`src/rtl/sha_256_ctrl_if.sv`:
```
// Message-stream and digest handshake bundle for the sha_256 block sequencer.
// The master side produces message words and consumes the digest; the slave
// side is the controller.
interface sha_256_ctrl_if;
    logic [31:0]  s_data;
    logic         s_valid;
    logic         s_last;
    logic [2:0]   s_bytes;
    logic         s_ready;
    logic [255:0] hash;
    logic         hash_valid;
    logic         hash_ready;

    modport master (
        output s_data, s_valid, s_last, s_bytes, hash_ready,
        input  s_ready, hash, hash_valid
    );

    modport slave (
        input  s_data, s_valid, s_last, s_bytes, hash_ready,
        output s_ready, hash, hash_valid
    );
endinterface

```
`src/rtl/sha_256_ctrl.sv`:
```
// Stream-to-block sequencer for one sha_256 core: packs big-endian words into
// 512-bit blocks, appends the 0x80 marker and 64-bit bit length, launches each
// block with a one-cycle enable and returns the digest on a held valid/ready.
// Optional feature: define SHA_CTRL_SHA224_EN to add the per-message 'mode'
// input (0 = SHA-224, 1 = SHA-256); otherwise core_operation = DEFAULT_OP.
module sha_256_ctrl #(
    parameter int unsigned DEFAULT_OP = 1,
    parameter int unsigned LEN_W      = 64
) (
    input  logic          clk,
    input  logic          rst,
`ifdef SHA_CTRL_SHA224_EN
    input  logic          mode,
`endif
    sha_256_ctrl_if.slave s,
    output logic [511:0]  core_data,
    output logic [63:0]   core_index,
    output logic [1:0]    core_operation,
    output logic          core_enable,
    input  logic [255:0]  core_hash,
    input  logic          core_ready,
    output logic          busy
);

    typedef enum logic [2:0] {StIdle, StFill, StPad, StStart, StWait, StDone} state_e;

    state_e             state_q, state_d;
    logic [31:0]        buf_q [16];
    logic [31:0]        buf_d [16];
    logic [3:0]         ptr_q, ptr_d;
    // Next word position to pad; 16 means the block is already full.
    logic [4:0]         pad_pos_q, pad_pos_d;
    logic [LEN_W-1:0]   bytes_q, bytes_d;
    logic [63:0]        blk_cnt_q, blk_cnt_d;
    logic               final_q, final_d;
    logic               len_pend_q, len_pend_d;
    // Marker word did not fit: the length block must start with 0x80000000.
    logic               mark_pend_q, mark_pend_d;
    logic [511:0]       core_data_q, core_data_d;
    logic [63:0]        core_index_q, core_index_d;
    logic               core_enable_q, core_enable_d;
    logic [255:0]       hash_q, hash_d;
    logic               hash_valid_q, hash_valid_d;
    logic               s_ready_q, s_ready_d;
    logic               busy_q, busy_d;
`ifdef SHA_CTRL_SHA224_EN
    logic               mode_q, mode_d;
`endif

    logic [2:0]         eff_bytes;
    logic [31:0]        keep_mask;
    logic [31:0]        mark_word;
    logic [LEN_W+2:0]   bits_ext;
    logic [63:0]        bit_len;
    logic [255:0]       digest;

    assign s.s_ready    = s_ready_q;
    assign s.hash       = hash_q;
    assign s.hash_valid = hash_valid_q;
    assign core_data    = core_data_q;
    assign core_index   = core_index_q;
    assign core_enable  = core_enable_q;
    assign busy         = busy_q;
`ifdef SHA_CTRL_SHA224_EN
    assign core_operation = {1'b0, mode_q};
    assign digest = mode_q ? core_hash : {core_hash[255:32], 32'h0};
`else
    assign core_operation = 2'(DEFAULT_OP);
    assign digest = core_hash;
`endif

    // Tail-word byte mask and in-word marker for the final word.
    always_comb begin
        eff_bytes = (s.s_bytes > 3'd4) ? 3'd4 : s.s_bytes;
        keep_mask = 32'hFFFF_FFFF;
        mark_word = 32'h0;
        case (eff_bytes)
            3'd0: begin keep_mask = 32'h0000_0000; mark_word = 32'h8000_0000; end
            3'd1: begin keep_mask = 32'hFF00_0000; mark_word = 32'h0080_0000; end
            3'd2: begin keep_mask = 32'hFFFF_0000; mark_word = 32'h0000_8000; end
            3'd3: begin keep_mask = 32'hFFFF_FF00; mark_word = 32'h0000_0080; end
            default: begin keep_mask = 32'hFFFF_FFFF; mark_word = 32'h0; end
        endcase
        bits_ext = {bytes_q, 3'b000};
        bit_len  = 64'(bits_ext);
    end

    // Next-state logic for the sequencer and all registered outputs.
    always_comb begin
        state_d       = state_q;
        buf_d         = buf_q;
        ptr_d         = ptr_q;
        pad_pos_d     = pad_pos_q;
        bytes_d       = bytes_q;
        blk_cnt_d     = blk_cnt_q;
        final_d       = final_q;
        len_pend_d    = len_pend_q;
        mark_pend_d   = mark_pend_q;
        core_data_d   = core_data_q;
        core_index_d  = core_index_q;
        core_enable_d = 1'b0;
        hash_d        = hash_q;
        hash_valid_d  = hash_valid_q;
`ifdef SHA_CTRL_SHA224_EN
        mode_d        = mode_q;
`endif

        unique case (state_q)
            StIdle: state_d = StFill;

            StFill: begin
                if (s.s_valid && s_ready_q) begin
`ifdef SHA_CTRL_SHA224_EN
                    if (!busy_q) mode_d = mode;
`endif
                    if (!s.s_last) begin
                        buf_d[ptr_q] = s.s_data;
                        ptr_d        = ptr_q + 4'd1;
                        bytes_d      = bytes_q + LEN_W'(4);
                        if (ptr_q == 4'd15) state_d = StStart;
                    end else begin
                        bytes_d = bytes_q + LEN_W'(eff_bytes);
                        ptr_d   = 4'd0;
                        if (eff_bytes < 3'd4) begin
                            buf_d[ptr_q] = (s.s_data & keep_mask) | mark_word;
                            pad_pos_d    = {1'b0, ptr_q} + 5'd1;
                        end else begin
                            buf_d[ptr_q] = s.s_data;
                            if (ptr_q != 4'd15) begin
                                buf_d[ptr_q + 4'd1] = 32'h8000_0000;
                                pad_pos_d           = {1'b0, ptr_q} + 5'd2;
                            end else begin
                                mark_pend_d = 1'b1;
                                pad_pos_d   = 5'd16;
                            end
                        end
                        state_d = StPad;
                    end
                end
            end

            StPad: begin
                if (len_pend_q) begin
                    for (int i = 0; i < 16; i++) buf_d[i] = 32'h0;
                    if (mark_pend_q) buf_d[0] = 32'h8000_0000;
                    buf_d[14]   = bit_len[63:32];
                    buf_d[15]   = bit_len[31:0];
                    final_d     = 1'b1;
                    len_pend_d  = 1'b0;
                    mark_pend_d = 1'b0;
                end else begin
                    for (int i = 0; i < 16; i++) begin
                        if (5'(i) >= pad_pos_q) buf_d[i] = 32'h0;
                    end
                    if (pad_pos_q <= 5'd14) begin
                        buf_d[14] = bit_len[63:32];
                        buf_d[15] = bit_len[31:0];
                        final_d   = 1'b1;
                    end else begin
                        len_pend_d = 1'b1;
                    end
                end
                state_d = StStart;
            end

            StStart: begin
                for (int i = 0; i < 16; i++) core_data_d[i*32 +: 32] = buf_q[i];
                blk_cnt_d     = blk_cnt_q + 64'd1;
                core_index_d  = blk_cnt_q + 64'd1;
                core_enable_d = 1'b1;
                state_d       = StWait;
            end

            StWait: begin
                if (core_ready) begin
                    if (final_q) begin
                        hash_d       = digest;
                        hash_valid_d = 1'b1;
                        state_d      = StDone;
                    end else if (len_pend_q) begin
                        state_d = StPad;
                    end else begin
                        state_d = StFill;
                    end
                end
            end

            StDone: begin
                if (s.hash_ready) begin
                    hash_valid_d = 1'b0;
                    ptr_d        = 4'd0;
                    bytes_d      = '0;
                    blk_cnt_d    = 64'd0;
                    final_d      = 1'b0;
                    len_pend_d   = 1'b0;
                    mark_pend_d  = 1'b0;
                    state_d      = StFill;
                end
            end

            default: state_d = StIdle;
        endcase

        s_ready_d = (state_d == StFill);
        busy_d    = !((state_d == StFill && ptr_d == 4'd0 && bytes_d == '0) ||
                      state_d == StDone || state_d == StIdle);
    end

    // Single register bank for the FSM, buffer and outputs; synchronous reset.
    always_ff @(posedge clk) begin
        if (rst) begin
            state_q       <= StIdle;
            for (int i = 0; i < 16; i++) buf_q[i] <= 32'h0;
            ptr_q         <= 4'd0;
            pad_pos_q     <= 5'd0;
            bytes_q       <= '0;
            blk_cnt_q     <= 64'd0;
            final_q       <= 1'b0;
            len_pend_q    <= 1'b0;
            mark_pend_q   <= 1'b0;
            core_data_q   <= '0;
            core_index_q  <= 64'd0;
            core_enable_q <= 1'b0;
            hash_q        <= '0;
            hash_valid_q  <= 1'b0;
            s_ready_q     <= 1'b0;
            busy_q        <= 1'b0;
`ifdef SHA_CTRL_SHA224_EN
            mode_q        <= 1'b1;
`endif
        end else begin
            state_q       <= state_d;
            buf_q         <= buf_d;
            ptr_q         <= ptr_d;
            pad_pos_q     <= pad_pos_d;
            bytes_q       <= bytes_d;
            blk_cnt_q     <= blk_cnt_d;
            final_q       <= final_d;
            len_pend_q    <= len_pend_d;
            mark_pend_q   <= mark_pend_d;
            core_data_q   <= core_data_d;
            core_index_q  <= core_index_d;
            core_enable_q <= core_enable_d;
            hash_q        <= hash_d;
            hash_valid_q  <= hash_valid_d;
            s_ready_q     <= s_ready_d;
            busy_q        <= busy_d;
`ifdef SHA_CTRL_SHA224_EN
            mode_q        <= mode_d;
`endif
        end
    end

endmodule

```
`src/flat_wrapper.sv`:
```
// flat-port wrapper written by rule: the top's interface ports become plain ports
module sha_256_ctrl_flat 
#(
    parameter int unsigned DEFAULT_OP = 1,
    parameter int unsigned LEN_W      = 64
)
  (clk, rst, core_data, core_index, core_operation, core_enable, core_hash, core_ready, busy, s_s_data, s_s_valid, s_s_last, s_s_bytes, s_hash_ready, s_s_ready, s_hash, s_hash_valid);
  sha_256_ctrl_if s_i ();
  input  logic clk;
  input  logic rst;
  output logic [511:0] core_data;
  output logic [63:0] core_index;
  output logic [1:0] core_operation;
  output logic core_enable;
  input  logic [255:0] core_hash;
  input  logic core_ready;
  output logic busy;
  input wire logic [$bits(s_i.s_data)-1:0] s_s_data;
  input wire logic [$bits(s_i.s_valid)-1:0] s_s_valid;
  input wire logic [$bits(s_i.s_last)-1:0] s_s_last;
  input wire logic [$bits(s_i.s_bytes)-1:0] s_s_bytes;
  input wire logic [$bits(s_i.hash_ready)-1:0] s_hash_ready;
  output wire logic [$bits(s_i.s_ready)-1:0] s_s_ready;
  output wire logic [$bits(s_i.hash)-1:0] s_hash;
  output wire logic [$bits(s_i.hash_valid)-1:0] s_hash_valid;
  assign s_i.s_data = s_s_data;
  assign s_i.s_valid = s_s_valid;
  assign s_i.s_last = s_s_last;
  assign s_i.s_bytes = s_s_bytes;
  assign s_i.hash_ready = s_hash_ready;
  assign s_s_ready = s_i.s_ready;
  assign s_hash = s_i.hash;
  assign s_hash_valid = s_i.hash_valid;
  sha_256_ctrl #(.DEFAULT_OP(DEFAULT_OP), .LEN_W(LEN_W)) u_core (.clk(clk), .rst(rst), .s(s_i), .core_data(core_data), .core_index(core_index), .core_operation(core_operation), .core_enable(core_enable), .core_hash(core_hash), .core_ready(core_ready), .busy(busy));
endmodule
```
`config.mk`:
```
export PLATFORM = sky130hd
export DESIGN_NAME = sha_256_ctrl_flat
export DESIGN_NICKNAME = d
export VERILOG_FILES = /design/src/rtl/sha_256_ctrl_if.sv /design/src/rtl/sha_256_ctrl.sv /design/src/flat_wrapper.sv
export SDC_FILE = /design/constraint.sdc
export NUM_CORES = 2
export LEC_CHECK = 0
export CAP_MARGIN = 20
export CORE_AREA = 2 2 440 442
export CTS_CLUSTER_SIZE = 12
export DETAILED_ROUTE_END_ITERATION = 16
export DIE_AREA = 0 0 442 444
export MAX_ROUTING_LAYER = met4
export PLACE_DENSITY = 0.55
export REMOVE_ABC_BUFFERS = 1
export SKIP_LAST_GASP = 1
export SLEW_MARGIN = 20
export SYNTH_ARGS = -nofsm -noshare
export SYNTH_HDL_FRONTEND = slang
export SYNTH_SLANG_ARGS = --single-unit
```
`constraint.sdc`:
```
create_clock -name clk -period 3.75 [get_ports clk]
set_input_delay 0.375 -clock clk [delete_from_list [all_inputs] [get_ports clk]]
set_output_delay 0.375 -clock clk [all_outputs]
set_load 0.03 [all_outputs]
```
* Yosys cells after proc, flatten, opt, wreduce, memory -nomap -nowiden
Cells that the tools add are included.
Word-level totals: register bits 1491, bits of input ports 297, word-level logic and storage cells 215
Cells by class: equal/unequal tests 37, order comparisons 23, reductions and logical operators 41, $add $sub $neg 6, multiplexer cells 70, bitwise logic cells 7
Operators by type and width (number):
- 2-to-1 mux 512 bit | 5
- bitwise mux 512 bit | 2
- one-hot mux 512 bit (2 select lines) | 1
- 2-to-1 mux 32 bit | 19
- AND 496 bit | 1
- inverter 496 bit | 1
- 2-to-1 mux 64 bit | 5
- demux 32 bit (select 4 bit) | 2
- one-hot mux 32 bit (4 select lines) | 2
- one-hot mux 64 bit (2 select lines) | 2
- adder 64 x 1 -> 64 bit (second input constant) | 1
- adder 64 x 3 -> 64 bit | 1
- adder 64 x 3 -> 64 bit (second input constant) | 1
- logical NOT 64 bit | 1
- AND reduction 3 bit | 19
- != test 3 x 1 -> 1 bit (second input constant) | 15
- greater-or-equal comparator 4 x 5 -> 1 bit (first input constant) | 8
- AND 32 bit | 1
- bitwise OR 32 bit | 1
- 2-to-1 mux 3 bit | 7
- greater-or-equal comparator 3 x 5 -> 1 bit (first input constant) | 4
- one-hot mux 3 bit (6 select lines) | 1
- bitwise OR 16 bit | 1
- 2-to-1 mux 1 bit | 13
- 35 further kinds | 70

* Longest topological paths before layout
depth after elaboration 13, depth in mapped cells 16, depth with buffers taken out 14

* Worst setup path after synthesis
Ideal clock, no wire load.
path type input-to-reg, from input port s_s_bytes[2], to register u_core.busy_q (netlist: u_core.busy), buffers on the path 3, stages on the path 16, arrival time 3.660 ns, setup time 0.139 ns, setup slack -0.049 ns, cells stage by stage clkbuf_1 > clkbuf_1 > nor2_1 > ha_1 > inv_1 > fa_1 > nand2b_1 > a21o_1 > buf_2 > nor2_1 > a311oi_1 > or4b_1 > a2111oi_4 > nand4_1 > nor4_1 > a41oi_1
On the way: word-level cells in the longest chain between the ends 11
RTL lines:
- from (decl) | line flat_wrapper.sv:21 | input wire logic [$bits(s_i.s_bytes)-1:0] s_s_bytes;
- > comparator 3 bit | line sha_256_ctrl.sv:74 | eff_bytes = (s.s_bytes > 3'd4) ? 3'd4 : s.s_bytes;
- 2-to-1 mux 3 bit * | line sha_256_ctrl.sv:74
- adder 64 x 3 -> 64 bit * | line sha_256_ctrl.sv:122 | bytes_d = bytes_q + LEN_W'(eff_bytes);
- 2-to-1 mux 64 bit * | line sha_256_ctrl.sv:116 | if (!s.s_last) begin
- 2-to-1 mux 64 bit * | line sha_256_ctrl.sv:112 | if (s.s_valid && s_ready_q) begin
- one-hot mux 64 bit (2 select lines) * | line sha_256_ctrl.sv:108 | unique case (state_q)
- logical NOT 64 bit * | line sha_256_ctrl.sv:205 | busy_d = !((state_d == StFill && ptr_d == 4'd0 && bytes_d == '0) ||
- logical AND 1 bit * | line sha_256_ctrl.sv:205
- logical OR 1 bit * | line sha_256_ctrl.sv:205
- logical OR 1 bit * | line sha_256_ctrl.sv:206 | state_d == StDone || state_d == StIdle);
- logical NOT 1 bit * | line sha_256_ctrl.sv:205
- to (signal assigned) | line sha_256_ctrl.sv:247 | busy_q <= busy_d;
- to (decl) | line sha_256_ctrl.sv:45 | logic busy_q, busy_d;
Every way passes the cells marked *; elsewhere a longest branch is shown, timed or not. A chain may end at the register's enable or synchronous reset.

* Worst setup path in the final report
from register u_core.bytes_q[8], to register u_core.busy_q (netlist: u_core.busy)
On the way: word-level cells in the longest chain between the ends 9
RTL lines:
- from (decl) | line sha_256_ctrl.sv:33 | logic [LEN_W-1:0] bytes_q, bytes_d;
- from (signal assigned) | line sha_256_ctrl.sv:236 | bytes_q <= bytes_d;
- adder 64 x 3 -> 64 bit (on tied branches) | line sha_256_ctrl.sv:119, sha_256_ctrl.sv:122
- 2-to-1 mux 64 bit | line sha_256_ctrl.sv:116
- 2-to-1 mux 64 bit | line sha_256_ctrl.sv:112
- one-hot mux 64 bit (2 select lines) * | line sha_256_ctrl.sv:108
- logical NOT 64 bit * | line sha_256_ctrl.sv:205
- logical AND 1 bit * | line sha_256_ctrl.sv:205
- logical OR 1 bit * | line sha_256_ctrl.sv:205
- logical OR 1 bit * | line sha_256_ctrl.sv:206
- logical NOT 1 bit * | line sha_256_ctrl.sv:205
Marks and branches as above.

==> summary.txt <==
Status
  • Outcome: finished clean

Timing
  • Fin Hold WS: 71.9 ps
  • FMAX: around 270 MHz
  • Worst relative slew slack: 0.143
  • Tmin final: 3750 ps
  • Hold Vio Cnt, Final: 0
  • Pins Over Slew Limit: 0
  • Final worst setup slack: slightly below 4 ps
  • Worst-Margin Slew: about 1300 ps
  • Final setup violation count: 0
  • Tcrit/Tclk final: 0.999
  • Clock skew: 56.5 ps

Clock tree
  • Worst-path clk slew: roughly 60 ps
  • Skew-Pair Late Insertion Delay: approximately 840 ps
  • TritonCTS sink count: roughly 1500
  • Clock buffer depth: 3
  • CTS tree: built
  • H-tree depth: 4
  • Num CTS Buffers: ~170
  • Root Buffer: clkbuf_16

Synth
  • Sequential-to-total area share from yosys stat: 0.505
  • Post-Syn Instances: 7509
  • Avg Inst Size Synth: around 7.9 um2
  • Post-Syn Area: ~59000 um2
  • Flops & latches, synth: 1491
  • Synthesis Warnings: 0
  • Ys async rst share: 0
  • Distinct cells, synth: 93
  • Number of synthesized flops with an enable pin: 0
  • Main flop type after synthesis: dfxtp_1

Global routing
  • Global-route wire length before repair: 413 mm
  • Congestion Overflow GR: 0
  • Initial antenna violation count: 28
  • Total Routing Usage GR: 0.294
  • Maximum number of pins on one net before global-route repair: approximately 210
  • Vias in the first global route: 56500

Critical path
  • CP bufs+invs: 3
  • Slowest stage delay, CP: 990 ps
  • R2R Setup Slk: 4 ps
  • Startpoint Class: register
  • Crit path max fanout: 6
  • CP Class: reg2reg
  • Slowest-stage cell, CP: nor4_1
  • CP most frequent cell: buf_4
  • Top Family by Delay on Critical Path: simple AND/OR/NAND/NOR gates
  • CP endpoint kind: register
  • Critical-path cell list: nand4_2, buf_4, nor4_1, nand4_1, o211ai_1, nand3_1, nor3_1, buf_4, nand4_1, nor4_2, buf_4, a41oi_1
  • CP required: roughly 4500 ps
  • Worst Path Arrival: between 4000 and 5000 ps

Hold path
  • Worst hold path class: in2reg

Floorplanning
  • DIE AREA: ~200000 um2
  • Ports: 1135
  • Core box area: approximately 190000 um2
  • Site Rows: 161
  • Starting Density: 0.309
  • Die height: ~440 um
  • Horiz. Die Dim: 442 um

Finish
  • Most common cell after layout, fill and taps aside: nand2_1
  • Commonest cells after routing, fill and taps aside: nand2_1, dfxtp_1, clkdlybuf4s50_1
  • FILL cells: 19300
  • Area Overhead vs Synth: 36.5%
  • Post-layout nets: roughly 8900
  • Proportion of layout cells with a drive suffix above 1: 0.0928
  • Post-route insts no fill: around 11000

Pwr
  • Pwr Density: around 430 nW/um2
  • LEAKAGE: between 20 and 30 nW
  • Peak supply drop: roughly 0.34 mV
  • Power, Total: approximately 0.035 W

Placement
  • DP Wirelength: 213 mm
  • RePlAce Congestion: 0.957
  • IO buf count: roughly 1100
  • # placed instances: 11000
  • Pre-CTS worst setup slack: -827 ps

Detailed routing
  • First-pass DRT Iterations: 7
  • Drt total wl: 294 mm
  • DR WL/cell: ~26 um
  • Initial DRC Count: approximately 5700
  • Antenna Nets Post-Route: 0
  • Average vias per placed instance: 5.33
  • DR DRC count: 0
  • Via count: ~60000

Job
  • Max Cap Viol: 0
-- area by class of cell --
type                       count  area [um2]  area share
antenna                        8        20.0    0.000248
clock buffer                 242        4900      0.0607
clock inverter                56         785     0.00971
inverter                      28         105     0.00130
multi-input combinational   5354       27100       0.335
sequential                  1491       29800       0.370
tap                         2526        3160      0.0391
timing repair buffer        1578       14900       0.184
-- worst paths after layout --
kind,from,endpoint,cells past startpoint
hold reg to reg,u_core.buf_q[134],u_core.core_data[358],2
setup reg to reg,u_core.bytes_q[8],u_core.busy,12
hold / removal,s_s_data[6],u_core.buf_q[486],3
setup / recovery,u_core.bytes_q[8],u_core.busy,12
-- tightest hold or removal path, stage by stage --
cell and delay [ps]:
buf_2 210, a22oi_1 200, nor2_1 50
-- cells in the mapped netlist (39+ instances only) --
cell type	instances	area [um2]
nand2_1	1916	7190
dfxtp_1	1491	29800
a21oi_1	973	4870
nor2_1	821	3080
clkbuf_1	570	2140
a22oi_1	414	3110
o21ai_0	157	786
nor3_1	119	596
nand3_1	93	465
a211oi_1	90	676
nand4_1	62	388
nor4_1	49	307
and3_1	45	282
a221oi_1	44	385
xnor2_1	43	377
and2_1	39	244
-- routing by layer --
metal / GRT usage / up-vias / share of wire
li1: - / 28000 / -
met5: - / - / 0
met2: 0.463 / 2356 / 0.46
met4: 0.153 / 0 / 0.058
met3: 0.0616 / 530 / 0.070
met1: 0.353 / 29200 / 0.41
-- registers in the layout (all words and copies together), names as in the netlist, 3 cells and up --
signal             cells
u_core.buf_q         512
u_core.core_data     512
u_core.s.hash        256
u_core.blk_cnt_q      64
u_core.bytes_q        64
u_core.core_index     64
u_core.pad_pos_q       5
u_core.ptr_q           4
u_core.state_q         3
-- logic make-up (layout without fill, tap and decap cells) --
kind of cell | Yosys count | after routing | share of synthesized area
buffers and inverters | 664 | 1904 | 0.0430
and+or+nand+nor | 3281 | 3281 | 0.230
other | 2 | 10 | 0.000127
adders and majority gates | 13 | 13 | 0.00288
AOI/OAI and AO/OA | 1962 | 1962 | 0.205
DFF | 1491 | 1491 | 0.505
muxes | 28 | 28 | 0.00478
xor gates and xnor gates | 68 | 68 | 0.0101
-- what timing repair did --
action | 4_1_cts | 5_1_grt
hold endpoints to repair | 16 | 0
endpoints found under the setup margin | 1 | 1
gates resized for setup | 1 | 4
hold buffers | 1 | 0
pin swaps | 0 | 2
buffers inserted | 0 | 1
-- stage by stage --
stage	utilization	area, um2	TNS [ps]
finish	0.422	80800	0
global route	0.422	80800	-32.9
CTS	0.421	80700	0
detailed placement	0.391	75000	-1070
global placement	0.391	74900	-1210
floorplan	-	56700	-8421280
-- power breakdown --
part | switching (W) | internal (W)
clock | 0.00725 | 0.00984
combinational | 0.00130 | 0.000596
sequential | 0.0000660 | 0.0159
No activity file was read; power rests on OpenSTA's default activity.
